$ cat config.mk
export PLATFORM = sky130hd
export DESIGN_NAME = sargantana_icache_ifill_responder
export DESIGN_NICKNAME = d
export VERILOG_FILES = /design/src/rtl/sargantana_icache_pkg.sv /design/src/rtl/sargantana_ifill_linebuf.sv /design/src/rtl/sargantana_icache_ifill_responder.sv
export SDC_FILE = /design/constraint.sdc
export NUM_CORES = 1
export LEC_CHECK = 0
export BUFFER_PORTS_ARGS = -buffer_cell sky130_fd_sc_hd__buf_2
export CAP_MARGIN = 0
export CORE_AREA = 8 8 284 286
export CTS_CLUSTER_SIZE = 12
export DETAILED_ROUTE_END_ITERATION = 10
export DIE_AREA = 0 0 292 294
export GPL_ROUTABILITY_DRIVEN = 0
export MAX_ROUTING_LAYER = met4
export PLACE_DENSITY_LB_ADDON = 0.3
export SLEW_MARGIN = 20
export SYNTH_ARGS = -nofsm -noshare
export SYNTH_HDL_FRONTEND = slang
export SYNTH_SLANG_ARGS = --single-unit
export TNS_END_PERCENT = 100
$ cat constraint.sdc
create_clock -name clk_i -period 1.6 [get_ports clk_i]
set_input_delay 0.32 -clock clk_i [delete_from_list [all_inputs] [get_ports clk_i]]
set_output_delay 0.32 -clock clk_i [all_outputs]
set_load 0.01 [all_outputs]
$ cat src/rtl/sargantana_icache_pkg.sv
// Shared types and derived sizes for the icache IFILL responder.
package sargantana_icache_pkg;

  // Default geometry of one line fill
  localparam int IFILL_PADDR_W = 40;
  localparam int IFILL_LINE_W  = 512;
  localparam int IFILL_BEAT_W  = 128;
  localparam int IFILL_NBEATS  = IFILL_LINE_W / IFILL_BEAT_W;
  localparam int IFILL_BIDX_W  = $clog2(IFILL_NBEATS);

  // Responder FSM states
  typedef enum logic [1:0] {
    IFILL_IDLE  = 2'd0,
    IFILL_REQ   = 2'd1,
    IFILL_DATA  = 2'd2,
    IFILL_DRAIN = 2'd3
  } ifill_state_t;

endpackage

$ cat src/rtl/sargantana_ifill_linebuf.sv
// Line buffer: NBEATS registers of BEAT_W bits, one written per enabled cycle.
module sargantana_ifill_linebuf #(
  parameter int NBEATS = 4,
  parameter int BEAT_W = 128,
  parameter int BIDX_W = 2
) (
  input  logic                       clk_i,
  input  logic                       rstn_i,
  input  logic                       we_i,
  input  logic [BIDX_W-1:0]          idx_i,
  input  logic [BEAT_W-1:0]          data_i,
  output logic [NBEATS*BEAT_W-1:0]   line_o
);

  logic [NBEATS-1:0][BEAT_W-1:0] buf_q;
  logic [NBEATS-1:0][BEAT_W-1:0] buf_d;

  // Overwrite the addressed slice only; other slices keep older contents
  always_comb begin
    buf_d = buf_q;
    if (we_i) buf_d[idx_i] = data_i;
  end

  // Buffer storage, cleared by reset
  always_ff @(posedge clk_i or negedge rstn_i) begin
    if (!rstn_i) buf_q <= '0;
    else         buf_q <= buf_d;
  end

  // Beat 0 occupies the least significant slice
  assign line_o = buf_q;

endmodule

$ cat src/rtl/sargantana_icache_ifill_responder.sv
// IFILL responder: one memory read per line fill, beats collected into a
// line buffer, per-beat strobes and a final last/err pulse to the icache.
//
// Handshakes: a request transfers on a cycle where mem_req_valid_o and
// mem_req_ready_i are both high; a beat transfers on a cycle where
// mem_resp_valid_i and mem_resp_ready_o are both high. Valid never drops
// before its transfer, and nothing transfers without both sides high.
module sargantana_icache_ifill_responder
  import sargantana_icache_pkg::*;
#(
  parameter int PADDR_W = IFILL_PADDR_W,
  parameter int LINE_W  = IFILL_LINE_W,
  parameter int BEAT_W  = IFILL_BEAT_W
) (
  input  logic                              clk_i,
  input  logic                              rstn_i,
  input  logic                              ifill_req_valid_i,
  input  logic [PADDR_W-1:0]                ifill_req_paddr_i,
  input  logic                              ifill_kill_i,
  output logic                              ifill_sent_ack_o,
  output logic                              ifill_resp_valid_o,
  output logic [$clog2(LINE_W/BEAT_W)-1:0]  ifill_resp_beat_o,
  output logic                              ifill_resp_last_o,
  output logic                              ifill_resp_err_o,
  output logic [LINE_W-1:0]                 ifill_resp_line_o,
  output logic                              mem_req_valid_o,
  input  logic                              mem_req_ready_i,
  output logic [PADDR_W-1:0]                mem_req_addr_o,
  input  logic                              mem_resp_valid_i,
  input  logic [BEAT_W-1:0]                 mem_resp_data_i,
  input  logic                              mem_resp_err_i,
  output logic                              mem_resp_ready_o,
  output logic [1:0]                        dbg_state_o
);

  localparam int NB     = LINE_W / BEAT_W;
  localparam int BIDX_W = $clog2(NB);
  localparam int OFF    = $clog2(LINE_W / 8);
  localparam logic [PADDR_W-1:0] LINE_MASK = {{(PADDR_W-OFF){1'b1}}, {OFF{1'b0}}};

  ifill_state_t        state_q, state_d;
  logic [PADDR_W-1:0]  addr_q, addr_d;
  logic [BIDX_W-1:0]   cnt_q, cnt_d;
  logic                err_q, err_d;
  logic                killed_q, killed_d;
  logic                rv_q, rv_d;
  logic [BIDX_W-1:0]   rb_q, rb_d;
  logic                rl_q, rl_d;
  logic                re_q, re_d;
  logic                buf_we;
  logic                beat_fire;
  logic                beat_last;

  assign beat_fire = mem_resp_valid_i && (state_q == IFILL_DATA || state_q == IFILL_DRAIN);
  assign beat_last = (cnt_q == BIDX_W'(NB - 1));

  // Next-state, counters, flags and response pulses
  always_comb begin
    state_d  = state_q;
    addr_d   = addr_q;
    cnt_d    = cnt_q;
    err_d    = err_q;
    killed_d = killed_q;
    rv_d     = 1'b0;
    rb_d     = '0;
    rl_d     = 1'b0;
    re_d     = 1'b0;
    buf_we   = 1'b0;
    case (state_q)
      IFILL_IDLE: begin
        if (ifill_req_valid_i) begin
          addr_d   = ifill_req_paddr_i & LINE_MASK;
          cnt_d    = '0;
          err_d    = 1'b0;
          killed_d = 1'b0;
          state_d  = IFILL_REQ;
        end
      end
      IFILL_REQ: begin
        // A kill here cannot retract the request; it only redirects the beats
        if (ifill_kill_i) killed_d = 1'b1;
        if (mem_req_ready_i)
          state_d = (killed_q || ifill_kill_i) ? IFILL_DRAIN : IFILL_DATA;
      end
      IFILL_DATA: begin
        if (beat_fire) begin
          cnt_d = cnt_q + BIDX_W'(1);
          if (ifill_kill_i) begin
            // Beat accepted in the kill cycle is already suppressed
            state_d = beat_last ? IFILL_IDLE : IFILL_DRAIN;
          end else begin
            buf_we = 1'b1;
            err_d  = err_q | mem_resp_err_i;
            rv_d   = 1'b1;
            rb_d   = cnt_q;
            if (beat_last) begin
              rl_d    = 1'b1;
              re_d    = err_q | mem_resp_err_i;
              state_d = IFILL_IDLE;
            end
          end
        end else if (ifill_kill_i) begin
          state_d = IFILL_DRAIN;
        end
      end
      IFILL_DRAIN: begin
        if (beat_fire) begin
          cnt_d = cnt_q + BIDX_W'(1);
          if (beat_last) state_d = IFILL_IDLE;
        end
      end
      default: state_d = IFILL_IDLE;
    endcase
  end

  // State and registered response flops
  always_ff @(posedge clk_i or negedge rstn_i) begin
    if (!rstn_i) begin
      state_q  <= IFILL_IDLE;
      addr_q   <= '0;
      cnt_q    <= '0;
      err_q    <= 1'b0;
      killed_q <= 1'b0;
      rv_q     <= 1'b0;
      rb_q     <= '0;
      rl_q     <= 1'b0;
      re_q     <= 1'b0;
    end else begin
      state_q  <= state_d;
      addr_q   <= addr_d;
      cnt_q    <= cnt_d;
      err_q    <= err_d;
      killed_q <= killed_d;
      rv_q     <= rv_d;
      rb_q     <= rb_d;
      rl_q     <= rl_d;
      re_q     <= re_d;
    end
  end

  sargantana_ifill_linebuf #(
    .NBEATS (NB),
    .BEAT_W (BEAT_W),
    .BIDX_W (BIDX_W)
  ) u_linebuf (
    .clk_i  (clk_i),
    .rstn_i (rstn_i),
    .we_i   (buf_we),
    .idx_i  (cnt_q),
    .data_i (mem_resp_data_i),
    .line_o (ifill_resp_line_o)
  );

  assign ifill_sent_ack_o   = (state_q != IFILL_IDLE);
  assign mem_req_valid_o    = (state_q == IFILL_REQ);
  assign mem_req_addr_o     = (state_q == IFILL_REQ) ? addr_q : '0;
  assign mem_resp_ready_o   = (state_q == IFILL_DATA) || (state_q == IFILL_DRAIN);
  assign ifill_resp_valid_o = rv_q;
  assign ifill_resp_beat_o  = rb_q;
  assign ifill_resp_last_o  = rl_q;
  assign ifill_resp_err_o   = re_q;
  assign dbg_state_o        = state_q;

endmodule

==> results of run 1 <==
-- registers in the layout, indices dropped and copies added, names as in the netlist --
register / flops
addr_q: 34
cnt_q: 2
dbg_state_o: 2
err_q: 1
ifill_resp_beat_o: 2
ifill_resp_err_o: 1
ifill_resp_last_o: 1
ifill_resp_valid_o: 1
killed_q: 1
u_linebuf.line_o: 512
-- kinds of logic after synthesis --
group | Yosys count | share of synthesized area
DFF | 557 | 0.610
muxes | 547 | 0.335
buffers and inverters | 78 | 0.0319
and+or+nand+nor | 62 | 0.0161
AOI/OAI and AO/OA | 12 | 0.00334
adders and majority gates | 5 | 0.00274
other | 1 | 0.000164
-- power groups by stage --
stage / logic, uW / registers [uW] / clock network (uW)
5_1_grt: 22200 / 23500 / 15700
6_report: 20900 / 22900 / 14700
3_3_place_gp: 18800 / 22700 / 0
3_5_place_dp: 19100 / 22900 / 0
4_1_cts: 20500 / 22800 / 15100
2_1_floorplan: 7990 / 24800 / 0
-- routing by layer --
| metal | vias to the layer above | global-route usage | routed length (microns) |
|---|---|---|---|
| met5 | - | - | 0 |
| met4 | 0 | 0.0572 | 2510 |
| met3 | 146 | 0.0509 | 5140 |
| met2 | 561 | 0.290 | 39800 |
| met1 | 7743 | 0.199 | 31400 |
| li1 | 6558 | - | - |
-- final cells by class --
type | instances | area, sq um
well taps | 988 | 1240
fillers | 6674 | 41800
flip-flops and latches | 557 | 13900
clock buffers | 92 | 1880
inverters | 4 | 15.0
clock inverters | 17 | 253
diodes | 2 | 5.00
multi-input cells | 637 | 8540
repair buffers | 1062 | 8740
-- synthesized netlist by cell type --
cell | instances | area [sq um]
clkbuf_1 | 6 | 22.5
o32a_1 | 1 | 10.0
o2bb2ai_1 | 1 | 8.76
a22oi_1 | 1 | 7.51
buf_4 | 8 | 60.1
conb_1 | 1 | 3.75
and4bb_1 | 1 | 12.5
nand2_1 | 4 | 15.0
nand2_2 | 4 | 25.0
a41o_1 | 1 | 10.0
nor2_1 | 7 | 26.3
mux2_1 | 6 | 67.6
nor3b_1 | 1 | 7.51
nand3_1 | 1 | 5.00
ha_1 | 5 | 62.6
mux2_2 | 143 | 1610
dfrtp_1 | 557 | 13900
inv_1 | 4 | 15.0
buf_2 | 7 | 35.0
and2_1 | 36 | 225
nor2b_1 | 2 | 12.5
or2_2 | 1 | 6.26
mux2_4 | 398 | 5980
buf_6 | 53 | 597
nand2b_1 | 4 | 25.0
nand3b_1 | 1 | 7.51
a21oi_1 | 5 | 25.0
o21ai_0 | 3 | 15.0
-- stage by stage --
step | area [sq um] | utilization | setup slack (ps)
after floorplan | 22900 | - | -96.3
after global placement | 28200 | 0.369 | -255
after detailed placement | 28200 | 0.369 | -269
after CTS | 33400 | 0.436 | -564
after global routing | 34600 | 0.453 | -643
final | 34600 | 0.453 | -544
-- worst max-delay path by stage --
stage / end / slack [ps] / depth (start not counted)
after floorplan: u_linebuf.line_o[413] / -100 / 7
after CTS: mem_req_addr_o[21] / -560 / 6
after detailed placement: u_linebuf.line_o[397] / -270 / 6
final: mem_req_addr_o[27] / -540 / 6
after global routing: mem_req_addr_o[27] / -640 / 6
after global placement: u_linebuf.line_o[395] / -260 / 6
-- repair_timing --
action / 4_1_cts / 5_1_grt
pin swaps: 4 / 28
hold endpoints to repair: 713 / 0
setup buffers: 35 / 23
resized for setup: 121 / 172
cloned: 29 / 24
endpoints found under the setup margin: 544 / 590
hold buffers: 141 / 0
==> impl_metrics.yaml, run 1 <==
setup_path:
  startpoint_type: "flop"
  crit_type: "reg -> out"
  critical-path-slowest-cell: "dfrtp_1"
  cpPeakStageDelay_ps: 380
  end_kind: "primary output"
  reg2reg_slack_ps: -350
  reg2regPathDepth: 8
  worstPathArrival_ps: 1820
  reg2reg_from: "dbg_state_o[0]"
  cp.buffers_inverters: 4
  crit_path_start: "dbg_state_o[1]"
  critPathMaxFanout: 8
  critPathTopFamily: "buffers and inverters"
  cp.required_ps: 1280
  crit_chain: "buf_6, nor2b_4, buf_12, buf_8, and2_1, buf_2"
  timing.rr.end: "u_linebuf.line_o[271]"
clock_tree:
  clkSinkCount: 557
  clockRootBuffer: "clkbuf_16"
  clk_latency_ps: 610
  numCtsBuffers: 61
  path_clk_slew_ps: 60
  htree_levels: 2
  cts_tree: "done"
  cts_buffer_depth: 3
power_and_ir_drop:
  p_switching_uw: 18200
  power.internal_uw: 40400
  p_per_area_nw_per_um2: 1690
  pwr-share-clk: 0.251
  seq_power_share: 0.391
  swShare: 0.310
  report.power.total_uw: 58600
  p_comb_frac: 0.357
  cellLeakagePower_uw: 0.0193
  ir_drop_mv: 1.07
placement:
  dp_hpwl_microns: 51200
  place_inst: 3004
  io_buffers: 724
outcome:
  status: "finished with violations"
  violations: "setup timing"
floorplanning:
  num_rows: 102
  core-area_sq_um: 76400
  ioPinCount: 737
  initial_core_util: 0.299
  die_area_sq_um: 85800
  chipHeight_microns: 294
  die_w_microns: 292
yosys:
  postSynthCellCount: 1262
  yosysWarnings: 0
  ys_ff_latch: 557
  synth_area_per_cell_sq_um: 18.1
  synth-seq-area-share: 0.610
  synth.distinct_cells: 28
  synth_area_sq_um: 22800
hold_path:
  min_to: "u_linebuf.line_o[140]"
  hold_start: "mem_resp_data_i[12]"
  hold_depth: 2
  holdCritPathClass: "in -> reg"
sta:
  skew_ps: 14.9
  fmax_mhz: 466
  rsz0062_at_grt: "yes"
  fin_crit_ps: 2140
  fin_crit_sh: 1.34
  setup_viol: 589
  maxSlewViolCount: 0
  holdWs_ps: 42.4
  tns_ps: -150750
  hold_viol_final: 0
  fin_ws_ps: -544
grt:
  grt_max_degree: 84
  grt_pass1_wl_microns: 111000
  grtUsageTotal: 0.173
  grt_pass1_vias: 16800
  antenna_found_initial: 2
  grt_overflow: 0
final_layout:
  layout_commonest_cell: "buf_2"
  syn2layout_area_growth_pct: 51.5
  finalNetCount: 2503
  final_cells: 3359
  layout-drive-gt1-share: 0.682
  final_cell_mix: "buf_2 (689), dfrtp_1 (556), mux2_4 (417)"
detailed_routing:
  viasPerCell: 4.47
  wl_microns: 78900
  dr.pass1.iters: 4
  via_count: 15000
  drt_iter0_drc: 545
  drc_errors: 0
  avgRoutedWirePerCell_microns: 23.5
  ant_nets: 0
run:
  drv_cap: 0
No activity file was read; power rests on OpenSTA's default activity.
==> run 2, diff against run 1 <==
Settings changed: CORE_AREA 8 8 284 286 to 8 8 278 280, DIE_AREA 0 0 292 294 to 0 0 286 288.
Clock period 1.6 ns to 2.15 ns, I/O delays scaled along.
==> run 2 against run 1 <==
Effect of this change: the run now ends clean; register-to-register slack better by 520 ps; sequential power fell by 26%; clock-buffer cell count shrank 2; cell area shrank 13%; clock power fell by 34%; worst setup slack better by 550 ps; routed wire length is 14% lower; non-clock buffer count fell by 268; largest cell class unchanged.
==> impl_metrics.yaml, run 2 (synthesis results as in run 1) <==
sta:
  fin_crit_sh: 0.998
  holdWs_ps: 63.4
  setup_viol: 0
  rsz0062_at_grt: "yes"
  skew_ps: 11.6
  fin_ws_ps: 5.28
  fmax_mhz: 466
  maxSlewViolCount: 0
  tns_ps: 0
  hold_viol_final: 0
  fin_crit_ps: 2140
final_layout:
  largest_reg_flops: 512
  fillers: 6720
  register_area_sq_um: 13900
  final_cells: 3054
  final_cell_mix: "buf_2 (690), dfrtp_1 (556), mux2_4 (398)"
  layout-drive-gt1-share: 0.700
  finalNetCount: 2228
  syn2layout_area_growth_pct: 31.7
  layout_commonest_cell: "buf_2"
  multi_input_area_sq_um: 8330
setup_path:
  crit_type: "reg -> out"
  reg2reg_from: "dbg_state_o[1]"
  worstPathArrival_ps: 1710
  end_kind: "primary output"
  timing.rr.end: "u_linebuf.line_o[411]"
  reg2regPathDepth: 5
  cp.required_ps: 1720
  critPathMaxFanout: 5
  startpoint_type: "flop"
  reg2reg_slack_ps: 170
grt:
  antenna_found_initial: 4
  grt_pass1_wl_microns: 100000
  grt_overflow: 0
  grt_max_degree: 76
  grt_pass1_vias: 15400
  grtUsageTotal: 0.161
floorplanning:
  ioPinCount: 737
  die_area_sq_um: 82400
  num_rows: 99
  core-area_sq_um: 72600
  die_w_microns: 286
  initial_core_util: 0.315
  chipHeight_microns: 288
hold_path:
  hold_start: "ifill_req_paddr_i[12]"
  holdCritPathClass: "in -> reg"
  min_to: "addr_q[12]"
  hold_depth: 2
placement:
  dp_hpwl_microns: 49600
  io_buffers: 724
  pre_cts_ws_ps: 80.3
  place_inst: 2936
clock_tree:
  clk_latency_ps: 590
  cts_buffer_depth: 3
  htree_levels: 2
  clkSinkCount: 557
  path_clk_slew_ps: 60
  cts_tree: "done"
  numCtsBuffers: 59
  clockRootBuffer: "clkbuf_16"
detailed_routing:
  ant_nets: 0
  viasPerCell: 4.47
  avgRoutedWirePerCell_microns: 22.3
  dr.pass1.iters: 4
  wl_microns: 68000
  drt_iter0_drc: 562
  drc_errors: 0
  via_count: 13700
run:
  drv_cap: 0
power_and_ir_drop:
  report.power.total_uw: 41100
  ir_drop_mv: 0.775
  p_per_area_nw_per_um2: 1370
  cellLeakagePower_uw: 0.0172
outcome:
  status: "finished, final reports clean"
run 2: final cells by class:
type                    count  area share
flip-flops and latches    557       0.464
multi-input cells         632       0.277
repair buffers            794       0.157
clock buffers              90      0.0587
well taps                 959      0.0399
clock inverters            14     0.00258
inverters                   4    0.000500
diodes                      4    0.000333
run 2: worst max-delay path: stages, from the launching register on:
cell       delay, ps
dfrtp_2          440
nor2b_4          150
buf_6            160
clkbuf_16        150
and2_4           130
buf_6             90
run 2: timing repair:
action	CTS	global route
buffers inserted	5	1
hold buffers	1	0
endpoints found under the setup margin	35	36
gates cloned	4	1
pin swaps	16	10
endpoints found under the hold margin	23	0
gates resized for setup	57	28
run 2: routing by layer:
metal / GRT usage / part of all wire / up-vias
met5: - / 0 / -
met4: 0.0598 / 0.035 / 0
met3: 0.0420 / 0.064 / 132
met2: 0.264 / 0.50 / 488
met1: 0.190 / 0.40 / 7079
li1: - / - / 5962
run 2: where the power goes:
part | total (uW) | leakage, uW | internal (uW) | switching [uW]
Combinational | 14400 | 0.00889 | 8040 | 6370
Sequential | 16900 | 0.00734 | 14600 | 2350
Clock | 9750 | 0.000920 | 5610 | 4150
Total | 41100 | 0.0172 | 28200 | 12900
run 2: how the worst max path moves through the flow:
stage / start / end / slack (ps)
6_report: dbg_state_o[1] / mem_req_addr_o[38] / 5
5_1_grt: dbg_state_o[0] / mem_req_addr_o[38] / -110
4_1_cts: dbg_state_o[0] / mem_req_addr_o[21] / -110
3_5_place_dp: ifill_kill_i / u_linebuf.line_o[411] / 80
3_3_place_gp: ifill_kill_i / u_linebuf.line_o[411] / 70
2_1_floorplan: dbg_state_o[0] / mem_req_addr_o[26] / 350
run 2: stage by stage:
step | util | cell area (sq um)
final | 0.414 | 30100
after floorplan | - | 22900
after CTS | 0.412 | 29900
after global routing | 0.414 | 30100
after global placement | 0.382 | 27700
after detailed placement | 0.382 | 27700
